`config.mk`:
```
export PLATFORM = sky130hd
export DESIGN_NAME = i2c_rx_ctrl
export DESIGN_NICKNAME = d
export VERILOG_FILES = /design/src/rtl/i2c_rx_pkg.sv /design/src/rtl/i2c_bit_counter.sv /design/src/rtl/i2c_rx_ctrl.sv
export SDC_FILE = /design/constraint.sdc
export NUM_CORES = 1
export LEC_CHECK = 0
export CORE_MARGIN = 5
export CORE_UTILIZATION = 35
export CTS_CLUSTER_DIAMETER = 150
export CTS_CLUSTER_SIZE = 14
export DETAILED_ROUTE_END_ITERATION = 6
export GPL_ROUTABILITY_DRIVEN = 1
export SYNTH_ARGS = -nofsm -noshare
export SYNTH_HDL_FRONTEND = slang
export SYNTH_HIERARCHICAL = 1
export SYNTH_SLANG_ARGS = --single-unit
```
`constraint.sdc`:
```
create_clock -name clk -period 5.71 [get_ports clk]
set_input_delay 0.571 -clock clk [delete_from_list [all_inputs] [get_ports clk]]
set_output_delay 0.571 -clock clk [all_outputs]
set_load 0.05 [all_outputs]
```
`src/rtl/i2c_rx_pkg.sv`:
```
// Shared types and constants for the I2C slave receive controller.
package i2c_rx_pkg;

  typedef enum logic [3:0] {
    StIdle,
    StAddrRx,
    StAddrSettle,
    StAddrChk,
    StAckWait,
    StAckDrive,
    StDataRx,
    StDataSettle,
    StDataChk,
    StHold
  } state_e;

  localparam logic [1:0] SDA_RELEASE  = 2'b00;
  localparam logic [1:0] SDA_ACK      = 2'b01;
  localparam logic [6:0] GENCALL_ADDR = 7'h00;

endpackage

```
`src/rtl/i2c_bit_counter.sv`:
```
// Per-byte SCL bit counter; cnt_eq8 flags the cycle in which the count becomes 8.
module i2c_bit_counter (
  input  logic clk,
  input  logic rst,
  input  logic clear,
  input  logic inc,
  output logic cnt_eq8
);

  logic [3:0] count_q, count_d;

  always_comb begin
    count_d = count_q;
    if (clear) begin
      count_d = 4'd0;
    end else if (inc) begin
      count_d = count_q + 4'd1;
    end
  end

  always_ff @(posedge clk) begin
    if (rst) begin
      count_q <= 4'd0;
    end else begin
      count_q <= count_d;
    end
  end

  // Looking at the next value lets the FSM leave the RX state on the 8th edge itself.
  assign cnt_eq8 = (count_d == 4'd8);

endmodule

```
`src/rtl/i2c_rx_ctrl.sv`:
```
// I2C slave receive sequencer: address check, ACK/NACK drive, one-entry data buffer.
// Define I2C_RX_GENCALL_EN to also answer the general-call address 7'h00.
module i2c_rx_ctrl
  import i2c_rx_pkg::*;
#(
  parameter logic [6:0] SLAVE_ADDR = 7'h5A
) (
  input  logic       clk,
  input  logic       rst,
  input  logic       start_found,
  input  logic       stop_found,
  input  logic       rising_edge_found,
  input  logic       falling_edge_found,
  input  logic [7:0] rx_data,
  output logic       rx_enable,
  output logic [1:0] sda_mode,
  output logic       rw_bit,
  output logic       addr_match,
  output logic       byte_valid,
  output logic [7:0] byte_data,
  input  logic       byte_ready,
  output logic       overrun
);

`ifdef I2C_RX_GENCALL_EN
  localparam bit GencallEn = 1'b1;
`else
  localparam bit GencallEn = 1'b0;
`endif

  state_e     state_q, state_d;
  logic       settle_q, settle_d;
  logic       ack_q, ack_d;
  logic       rx_enable_d, rw_bit_d, addr_match_d, byte_valid_d, overrun_d;
  logic [1:0] sda_mode_d;
  logic [7:0] byte_data_d;
  logic       cnt_eq8, cnt_inc, cnt_clear;
  logic       addr_own, addr_gc, addr_hit;

  assign addr_own = (rx_data[7:1] == SLAVE_ADDR);
  assign addr_gc  = GencallEn && (rx_data[7:1] == GENCALL_ADDR);
  assign addr_hit = addr_own || addr_gc;

  assign cnt_inc   = rising_edge_found && (state_q == StAddrRx || state_q == StDataRx);
  assign cnt_clear = start_found || (state_q == StAckDrive && falling_edge_found);

  i2c_bit_counter u_bit_counter (
    .clk     (clk),
    .rst     (rst),
    .clear   (cnt_clear),
    .inc     (cnt_inc),
    .cnt_eq8 (cnt_eq8)
  );

  always_ff @(posedge clk) begin
    if (rst) begin
      state_q  <= StIdle;
      settle_q <= 1'b0;
    end else begin
      state_q  <= state_d;
      settle_q <= settle_d;
    end
  end

  // Settle phase lasts two cycles: settle_q marks the second one.
  assign settle_d = (state_q == StAddrSettle || state_q == StDataSettle) && !settle_q;

  always_comb begin
    state_d = state_q;
    case (state_q)
      StIdle:       state_d = StIdle;
      StAddrRx:     if (cnt_eq8) state_d = StAddrSettle;
      StAddrSettle: if (settle_q) state_d = StAddrChk;
      StAddrChk:    state_d = addr_hit ? StAckWait : StHold;
      StAckWait:    if (falling_edge_found) state_d = StAckDrive;
      StAckDrive: begin
        if (falling_edge_found) state_d = (!rw_bit && ack_q) ? StDataRx : StHold;
      end
      StDataRx:     if (cnt_eq8) state_d = StDataSettle;
      StDataSettle: if (settle_q) state_d = StDataChk;
      StDataChk:    state_d = StAckWait;
      StHold:       state_d = StHold;
      default:      state_d = StIdle;
    endcase
    if (stop_found)  state_d = StIdle;
    if (start_found) state_d = StAddrRx;
  end

  always_comb begin
    rx_enable_d  = (state_d == StAddrRx) || (state_d == StDataRx);
    sda_mode_d   = (state_d == StAckDrive && ack_q) ? SDA_ACK : SDA_RELEASE;
    rw_bit_d     = rw_bit;
    addr_match_d = addr_match;
    byte_valid_d = byte_valid;
    byte_data_d  = byte_data;
    overrun_d    = 1'b0;
    ack_d        = ack_q;
    if (byte_valid && byte_ready) byte_valid_d = 1'b0;
    if (start_found || stop_found) begin
      addr_match_d = 1'b0;
    end else begin
      case (state_q)
        StAddrChk: begin
          ack_d = addr_hit;
          if (addr_hit) begin
            rw_bit_d     = addr_own ? rx_data[0] : 1'b0;
            addr_match_d = 1'b1;
          end
        end
        StDataChk: begin
          if (byte_valid && !byte_ready) begin
            overrun_d = 1'b1;
            ack_d     = 1'b0;
          end else begin
            byte_data_d  = rx_data;
            byte_valid_d = 1'b1;
            ack_d        = 1'b1;
          end
        end
        default: ;
      endcase
    end
  end

  always_ff @(posedge clk) begin
    if (rst) begin
      rx_enable  <= 1'b0;
      sda_mode   <= SDA_RELEASE;
      rw_bit     <= 1'b0;
      addr_match <= 1'b0;
      byte_valid <= 1'b0;
      byte_data  <= 8'h00;
      overrun    <= 1'b0;
      ack_q      <= 1'b0;
    end else begin
      rx_enable  <= rx_enable_d;
      sda_mode   <= sda_mode_d;
      rw_bit     <= rw_bit_d;
      addr_match <= addr_match_d;
      byte_valid <= byte_valid_d;
      byte_data  <= byte_data_d;
      overrun    <= overrun_d;
      ack_q      <= ack_d;
    end
  end

endmodule

```
==> results of run 1 <==
-- per-layer routing --
metal / up-vias / share of wire / global-route usage / wire [um]
met5: - / 0 / 0 / 0
met4: 0 / 0.013 / 0.0426 / 38
met3: 4 / 0.076 / 0.0374 / 216
met2: 43 / 0.48 / 0.206 / 1360
met1: 505 / 0.43 / 0.147 / 1240
li1: 542 / - / - / -
-- placed cells by master, fill, tap and decap left out, types with 2 or more instances in the layout --
master	n
nor3b_1	2
a21oi_1	3
xor2_1	2
clkdlybuf4s50_1	28
nor4_1	2
o21ai_0	5
inv_1	3
mux2i_1	10
nor4_2	2
nand3_1	2
dfxtp_1	24
clkbuf_8	4
nand2b_1	3
nand3b_1	2
or3b_1	3
nand2_1	6
a31oi_1	2
nor2_1	20
xnor2_1	2
nor2b_1	3
nor3_1	6
or3_1	2
-- cells by family (layout without fill, tap and decap cells) --
group / after synthesis / after routing / share of synthesized area
simple gates: 64 / 64 / 0.306
flops: 24 / 24 / 0.377
compound gates: 23 / 23 / 0.150
buf+inv: 11 / 36 / 0.0481
mux: 10 / 10 / 0.0786
xor+xnor: 4 / 4 / 0.0275
fa+ha+maj: 1 / 1 / 0.00982
other cells: 1 / 1 / 0.00294
-- per-stage QoR --
stage	power, W	worst slack (ns)	std cells
detailed placement	0.000205	2.44	207
CTS	0.000320	2.41	211
global route	0.000332	2.11	211
global placement	0.000205	2.57	207
floorplan	0.000192	3.01	138
finish	0.000318	2.42	211
-- flip-flops by register name, summed over array words and instances (netlist names) --
name	cells
sda_mode	1
u_bit_counter/count_q	4
byte_data	8
rx_enable	1
state_q	4
ack_q	1
settle_q	1
overrun	1
addr_match	1
byte_valid	1
rw_bit	1
-- final cells by class --
cell class | instances | area, um^2
Clock buffer | 4 | 55.1
Inverter | 4 | 15.0
Timing Repair Buffer | 28 | 280
Multi-Input combinational cell | 103 | 732
Tap cell | 48 | 60.1
Fill cell | 356 | 1980
Sequential cell | 24 | 480
-- worst max-delay path by stage --
stage,end,slack [ns],cells past startpoint
floorplan,rx_enable,3.01,14
detailed placement,rx_enable,2.44,12
global route,rx_enable,2.11,12
CTS,rx_enable,2.41,12
global placement,rx_enable,2.57,11
finish,rx_enable,2.42,12
-- power groups by stage --
stage / clock [W] / combinational (W) / sequential (W)
after floorplan: 0 / 0.0000169 / 0.000175
after global placement: 0 / 0.0000302 / 0.000175
after detailed placement: 0 / 0.0000303 / 0.000175
after CTS: 0.000119 / 0.0000304 / 0.000171
after global routing: 0.000127 / 0.0000329 / 0.000172
final: 0.000116 / 0.0000303 / 0.000171
-- worst max-delay path: stages, from the launching register on --
cell and delay (ns):
dfxtp_1 0.71, nand2b_1 0.20, o21ai_0 0.17, and3_1 0.31
nand4_1 0.15, xor2_1 0.19, nor4_2 0.36, nand2b_1 0.09
a32o_1 0.23, o31ai_4 0.17, o22ai_2 0.13, a2111o_1 0.39
o31ai_1 0.07
==> flow_summary.yaml, run 1 <==
place:
  port-buffer-count: 28
  hpwl_um: 2150
  dpl_cell_area_um2: 1570
  gp_congestion: 0.775
routing:
  drt-initial-drc-count: 71
  drtAntennaViolNets: 0
  vias: 1094
  wl_per_cell_um: 13.5
  drcViolationCount: 0
  viasPerCell: 5.18
  routed_wl_um: 2850
  dr.pass1.iters: 4
synthesis:
  yosysWarnings: 6
  synth_top_area_frac: 0.377
  synthArstFlopShare: 0
  yosys-top-cells-count: "dfxtp_1 (24), nor2_1 (20), mux2i_1 (10), nand2_1 (6), nor3_1 (6)"
  synth_edf_count: 0
  synth.distinct_cells: 52
  synthCells: 138
  synth_nets: 154
  synth_top_area_cell: "dfxtp_1"
  yosysMostFrequentCell: "dfxtp_1"
  synth_area_per_cell_um2: 9.23
  ys.flop_type: "dfxtp_1"
  synth_seq_area_share: 0.377
  synth_area_leaders: "dfxtp_1 (38%), mux2i_1 (7.9%), nor2_1 (5.9%), nor3_1 (2.4%), or3b_1 (2.1%)"
  syn_area_um2: 1270
  ys_seq_elements: 24
final_layout:
  final_nets: 180
  diodes: 0
  final_area_um2: 1620
  area_growth_pct: 27.4
  final_core_util: 0.450
  final_layout_size_suffix_gt1_frac: 0.110
sta:
  setup_viol: 0
  max-slew-margin-rel: 0.478
  setup_tns_ns: 0
  post-route-min-period_ns: 3.29
  timing.fmax_mhz: 304
  skew_ns: 0.00398
  report.final.hold_viol_count: 0
  rsz0062_at_grt: "no"
  maxSlewViolCount: 0
  tightestPinTransition_ns: 0.780
  fin_crit_sh: 0.577
  whs_ns: 0.486
power:
  sw_frac_of_total: 0.229
  power_frac_clock: 0.366
  pwr-share-seq: 0.539
  power.density_nw_per_um2: 196
  leakage_nw: 0.595
  p_sw_w: 0.0000727
  peakVddDrop_v: 0.0000975
  internal_power_w: 0.000245
  combPwrFrac: 0.095
global_route:
  grt_pass1_vias: 1107
  grt_pass1_wl_um: 4970
  antenna_found_initial: 0
  grt_max_degree: 22
  gr-total-overflow: 0
  grt_usage: 0.123
setup_path:
  r2r.worst_path.cells: 12
  arrival_ns: 3.47
  worstPathRequired_ns: 5.88
  crit_path_end_kind: "register"
  critPathLaunchType: "register"
  crit_start: "state_q[0]"
  setup.worst_path.class: "register to register"
  cp_max_fo: 17
  r2r_end: "rx_enable"
  r2r_slack_ns: 2.42
  reg2reg_from: "state_q[0]"
die:
  die-area_um2: 4950
  io_pins: 30
  die_width_um: 70.3
  core-area_um2: 3610
  die_y_um: 70.3
  rows: 22
  initial_core_util: 0.353
flow_run:
  drv_cap: 0
clock_tree:
  htreeDepth: 1
  cts_tree: "done"
  post-cts-setup-buffer-count: 0
  clk_pin_slew_ns: 0.08
  clock-sinks: 24
  cts_resized: 0
  clockBufferDepth: 2
  hold_buffers: 0
  clk_latency_ns: 0.27
  numCtsBuffers: 3
  cts_root_buffer: "clkbuf_8"
hold_path:
  worst_hold_path.num_cells: 2
  worstHoldStart: "addr_match"
  hold_end: "addr_match"
  hp-class: "register to register"
run_status:
  status: "completed"
Power figures use the tool's default switching activity.
==> run 2: changes to the inputs <==
==> constraint.sdc (replaced) <==
create_clock -name clk -period 2.7 [get_ports clk]
set_input_delay 0.27 -clock clk [delete_from_list [all_inputs] [get_ports clk]]
set_output_delay 0.27 -clock clk [all_outputs]
set_load 0.05 [all_outputs]
==> run 2 against run 1 <==
Clock skew hardly changed. Power increased by 140%. Setup slack got worse by 2.2 ns. Core utilization increased by 4.3 points. Non-clock buffer count increased by 14. Final cell count increased by 6.6%. Largest power group unchanged. Count of clock-buffer cells in the layout down 1. Combinational power grew to 2.7 times the previous value. Largest cell class unchanged. Routed wire length grew 3.2%. Sequential cell count is the same.
==> flow_summary.yaml, run 2 (synthesis results as in run 1) <==
sta:
  tightestPinTransition_ns: 0.510
  skew_ns: 0.00425
  max-slew-margin-rel: 0.659
  timing.fmax_mhz: 400
  maxSlewViolCount: 0
  setup_viol: 0
  fin_crit_sh: 0.927
  report.final.hold_viol_count: 0
  post-route-min-period_ns: 2.50
  setup_ws_ns: 0.198
final_layout:
  regMostFlops: "byte_data"
  area_growth_pct: 39.5
  mostFrequentLayoutCells: "clkdlybuf4s50_1 (28), dfxtp_1 (22), nor2_1 (20), buf_4 (13), mux2i_1 (10)"
  final_layout_size_suffix_gt1_frac: 0.226
  largest_reg_flops: 8
  diodes: 0
  final_cells: 225
  final_common_cell: "clkdlybuf4s50_1"
  final_nets: 194
  reg_top3: "byte_data: 8 flops, state_q: 4 flops, u_bit_counter/count_q: 4 flops"
place:
  gp_congestion: 0.805
  place_inst: 218
  port-buffer-count: 28
  post-place-ws_ns: 0.00312
  hpwl_um: 2300
hold_path:
  hp-class: "register to register"
  worstHoldStart: "addr_match"
routing:
  vias: 1113
  routed_wl_um: 2940
  wl_met3_um: 155
  drt-met1-wl_um: 1340
  dr.pass1.iters: 4
  wl_per_cell_um: 13.1
  drtAntennaViolNets: 0
  drcViolationCount: 0
  routed-wl-met2_um: 1400
  routed.top_layer: "met4"
  viasPerCell: 4.95
  drt-initial-drc-count: 35
setup_path:
  slowest_delay_ns: 0.35
  arrival_ns: 2.69
  setup.worst_path.class: "register to register"
  crit_path_top_delay_cell: "dfxtp_2"
  reg2reg_from: "state_q[2]"
  worstPathRequired_ns: 2.89
  critPathBufInv: 3
  crit_path_end_kind: "register"
  critPathLaunchType: "register"
  path_cells: "buf_4 -> nand3b_1 -> o21ai_1 -> and3_1 -> nand4_1 -> xor2_1 -> nor4_2 -> buf_4 -> a21oi_1 -> a211o_2 -> o22ai_2 -> buf_4 -> nand2_2 -> o31ai_2"
  crit_start: "state_q[2]"
  cp_max_fo: 3
  cpLargestDelayFamily: "compound AO/OA/AOI/OAI gates"
  cp_common_cell: "buf_4"
clock_tree:
  htreeDepth: 1
  clock-sinks: 24
  cts_tree: "done"
  hold_buffers: 0
  clk_latency_ns: 0.27
  cts_root_buffer: "clkbuf_8"
  clockBufferDepth: 2
  clk_pin_slew_ns: 0.08
  numCtsBuffers: 3
die:
  die_width_um: 70.3
  rows: 22
  die-area_um2: 4950
  core-area_um2: 3610
  die_y_um: 70.3
  initial_core_util: 0.353
  io_pins: 30
power:
  p_sw_w: 0.000163
  combPwrFrac: 0.107
  power_w: 0.000759
  power_frac_clock: 0.421
  pwr-share-seq: 0.472
  peakVddDrop_v: 0.000208
  leakage_nw: 0.695
  internal_power_w: 0.000596
  sw_frac_of_total: 0.214
  power.density_nw_per_um2: 427
global_route:
  grt_pass1_wl_um: 4860
  antenna_found_initial: 0
  gr-total-overflow: 0
  grt_usage: 0.122
  grt_pass1_vias: 1117
  grt_max_degree: 21
flow_run:
  drv_cap: 0
run_status:
  status: "completed"
[run 2: cell count changes in the layout (fill, tap and decap cells not counted), moves of 2 or more]
cell	before	now
dfxtp_2	0	2
dfxtp_1	24	22
buf_4	0	13
nand2_1	6	4
nand2_2	0	2
[run 2: per-layer routing]
layer | up-vias | track usage
met4 | 0 | 0.0511
met3 | 5 | 0.0360
met1 | 511 | 0.141
met2 | 26 | 0.208
met5 | - | 0
li1 | 571 | -
[run 2: final cells by class]
type	instances	area, um^2
fill	351	1830
multi-input combinational	103	758
sequential	24	483
timing repair buffer	42	389
tap	48	60.1
clock buffer	3	41.3
clock inverter	1	30.0
inverter	4	15.0
[run 2: worst paths after layout]
check | endpoint | slack, ns | cells after the start
max | rx_enable | 0.20 | 14
max reg2reg | rx_enable | 0.20 | 14
min | addr_match | 0.48 | 2
min reg2reg | addr_match | 0.48 | 2
[run 2: worst min-delay path: stages (launching register included)]
cell and delay, ns:
dfxtp_1 0.34, nor2_1 0.05, nor2_1 0.07
[run 2: power groups by stage]
| stage | Clock [W] | Sequential [W] | Combinational [W] |
|---|---|---|---|
| 2_1_floorplan | 0 | 0.000370 | 0.0000358 |
| 3_3_place_gp | 0 | 0.000366 | 0.0000765 |
| 5_1_grt | 0.000345 | 0.000359 | 0.0000878 |
| 3_5_place_dp | 0 | 0.000366 | 0.0000776 |
| 4_1_cts | 0.000328 | 0.000358 | 0.0000782 |
| 6_report | 0.000319 | 0.000358 | 0.0000813 |
[run 2: repair_timing]
| item | 4_1_cts | 5_1_grt |
|---|---|---|
| setup endpoints to repair | 0 | 2 |
| buffers inserted | 0 | 3 |
| gates resized for setup | 0 | 10 |
[run 2: per-stage QoR]
step	hold slack (ns)	util	area, um^2	TNS [ns]
finish	0.479	0.493	1780	0
global route	0.512	0.493	1780	-0.00638
global placement	0.467	0.458	1650	0
detailed placement	0.471	0.458	1650	0
floorplan	0.346	-	1270	0
CTS	0.492	0.477	1720	0
==> run 3: changes to the inputs <==
--- a/config.mk
+++ b/config.mk
@@ -13,5 +13,4 @@
 export GPL_ROUTABILITY_DRIVEN = 1
 export SYNTH_ARGS = -nofsm -noshare
 export SYNTH_HDL_FRONTEND = slang
-export SYNTH_HIERARCHICAL = 1
 export SYNTH_SLANG_ARGS = --single-unit
==> run 3 against run 2 <==
Non-clock buffer count is 8 lower. Combinational power is 9.2% lower. Power is 1.4% lower. Sequential power hardly changed. Fmax is 11% higher. Count of clock-buffer cells in the layout stayed put. Die area is 6.7% higher. Largest cell class unchanged. Largest power group unchanged.
==> flow_summary.yaml, run 3 <==
run_status:
  status: "completed"
routing:
  routed_wl_um: 3110
  drtAntennaViolNets: 0
  viasPerCell: 5.38
  dr.pass1.iters: 4
  vias: 1217
  drcViolationCount: 0
  drt-initial-drc-count: 75
  wl_per_cell_um: 13.8
die:
  rows: 22
  io_pins: 30
  die_width_um: 72.7
  core-area_um2: 3740
  die_y_um: 72.7
  initial_core_util: 0.367
  die-area_um2: 5280
synthesis:
  synthCells: 148
  synth_top_family_by_area: "simple AND/OR/NAND/NOR gates"
  ys.flop_type: "dfxtp_1"
  synthAdderAreaFrac: 0.00911
  yosysMostFrequentCell: "dfxtp_1"
  synthArstFlopShare: 0
  synthMuxAreaShare: 0.0911
  synth_edf_count: 0
  syn_area_um2: 1370
  synth_simple_gate_area_frac: 0.277
  synth_seq_area_share: 0.350
  synth-xor-area-share: 0.0255
  synth_area_per_cell_um2: 9.28
  synth_compound_area_frac: 0.170
  synth_top_area_cell: "dfxtp_1"
  synth_nets: 164
  ys_seq_elements: 24
  synth.distinct_cells: 51
  yosysWarnings: 0
  yosys-top-cells-count: "dfxtp_1 (24), nor2_1 (23), mux2i_1 (11), nand2_1 (8)"
  synth_area_leaders: "dfxtp_1 (35%), mux2i_1 (8.0%), nor2_1 (6.3%), a311oi_2 (3.3%), a21oi_1 (2.6%)"
  synth_top_area_frac: 0.350
final_layout:
  largest_reg_flops: 8
  final_nets: 195
  final_cells: 226
  area_growth_pct: 26.6
  reg_top3: "byte_data: 8 flops, state_q: 4 flops, u_bit_counter.count_q: 4 flops"
  regMostFlops: "byte_data"
  final_common_cell: "clkdlybuf4s50_1"
  mostFrequentLayoutCells: "clkdlybuf4s50_1 (28), dfxtp_1 (24), nor2_1 (23), mux2i_1 (11), nand2_1 (8)"
  final_layout_size_suffix_gt1_frac: 0.129
  final_area_um2: 1740
  diodes: 0
place:
  hpwl_um: 2370
  dpl_cell_area_um2: 1670
  post-place-ws_ns: 0.259
  port-buffer-count: 28
  gp_congestion: 0.815
  place_inst: 222
setup_path:
  crit_path_end_kind: "register"
  arrival_ns: 2.44
  reg2reg_from: "u_bit_counter.count_q[0]"
  worstPathRequired_ns: 2.89
  setup.worst_path.class: "register to register"
  critPathLaunchType: "register"
  crit_start: "u_bit_counter.count_q[0]"
  cp_max_fo: 5
clock_tree:
  hold_buffers: 0
  cts_root_buffer: "clkbuf_8"
  clk_latency_ns: 0.27
  clock-sinks: 24
  post-cts-setup-buffer-count: 0
  htreeDepth: 1
  numCtsBuffers: 3
  cts_tree: "done"
  clockBufferDepth: 2
  cts_resized: 0
  clk_pin_slew_ns: 0.09
sta:
  post-route-min-period_ns: 2.25
  skew_ns: 0.00820
  setup_viol: 0
  setup_ws_ns: 0.449
  report.final.hold_viol_count: 0
  fin_crit_sh: 0.834
  maxSlewViolCount: 0
  tightestPinTransition_ns: 0.515
  timing.fmax_mhz: 444
  max-slew-margin-rel: 0.656
  rsz0062_at_grt: "no"
  setup_tns_ns: 0
hold_path:
  worstHoldStart: "settle_q"
  hp-class: "register to register"
power:
  power.density_nw_per_um2: 431
  peakVddDrop_v: 0.000204
  leakage_nw: 0.664
global_route:
  antenna_found_initial: 0
  grt_usage: 0.120
  gr-total-overflow: 0
  grt_max_degree: 20
  grt_pass1_wl_um: 5200
  grt_pass1_vias: 1162
flow_run:
  drv_cap: 0
## run 3: cell families (layout without fill, tap and decap cells)
family	count (synthesis)	count (layout)
DFF	24	24
other	1	1
adders and majority gates	1	1
xor gates and xnor gates	4	4
buffers and inverters	11	41
muxes	12	12
and+or+nand+nor	68	68
AOI/OAI and AO/OA	27	27
## run 3: layout make-up
type                    count  area [um^2]
clock inverters             1         30.0
fillers                   387         2000
clock buffers               3         41.3
well taps                  48         60.1
repair buffers             34          325
flip-flops and latches     24          480
inverters                   3         11.3
multi-input cells         113          791
## run 3: per-layer routing
| metal | global-route usage | vias up | routed length [um] |
|---|---|---|---|
| li1 | - | 612 | - |
| met1 | 0.163 | 568 | 1480 |
| met2 | 0.197 | 35 | 1470 |
| met3 | 0.0275 | 2 | 147 |
| met4 | 0.0184 | 0 | 8 |
| met5 | 0 | - | 0 |
## run 3: critical path, stage by stage (launching register included)
cell and delay, ns:
dfxtp_1 0.36, ha_1 0.25, or3b_1 0.39, a311oi_2 0.24
mux2_4 0.20, a32oi_2 0.15, o32a_1 0.37, a311oi_2 0.22
## run 3: power by group
| group | total (W) | switching, W | internal [W] | leakage (nW) |
|---|---|---|---|---|
| combinational | 0.0000738 | 0.0000383 | 0.0000355 | 0.435 |
| clock | 0.000318 | 0.000120 | 0.000198 | 0.0357 |
| sequential | 0.000357 | 0.00000108 | 0.000356 | 0.194 |
| total | 0.000749 | 0.000159 | 0.000589 | 0.664 |
## run 3: worst paths after layout
check	to	slack, ns	cells past startpoint
hold / removal	settle_q	0.47	1
setup / recovery	rx_enable	0.45	7
setup reg to reg	rx_enable	0.45	7
hold reg to reg	settle_q	0.47	1
## run 3: stage by stage
step	power (W)	util	hold slack (ns)
floorplan	0.000410	-	0.349
global placement	0.000438	0.446	0.446
detailed placement	0.000439	0.446	0.455
CTS	0.000754	0.465	0.468
global route	0.000774	0.465	0.511
finish	0.000749	0.465	0.465
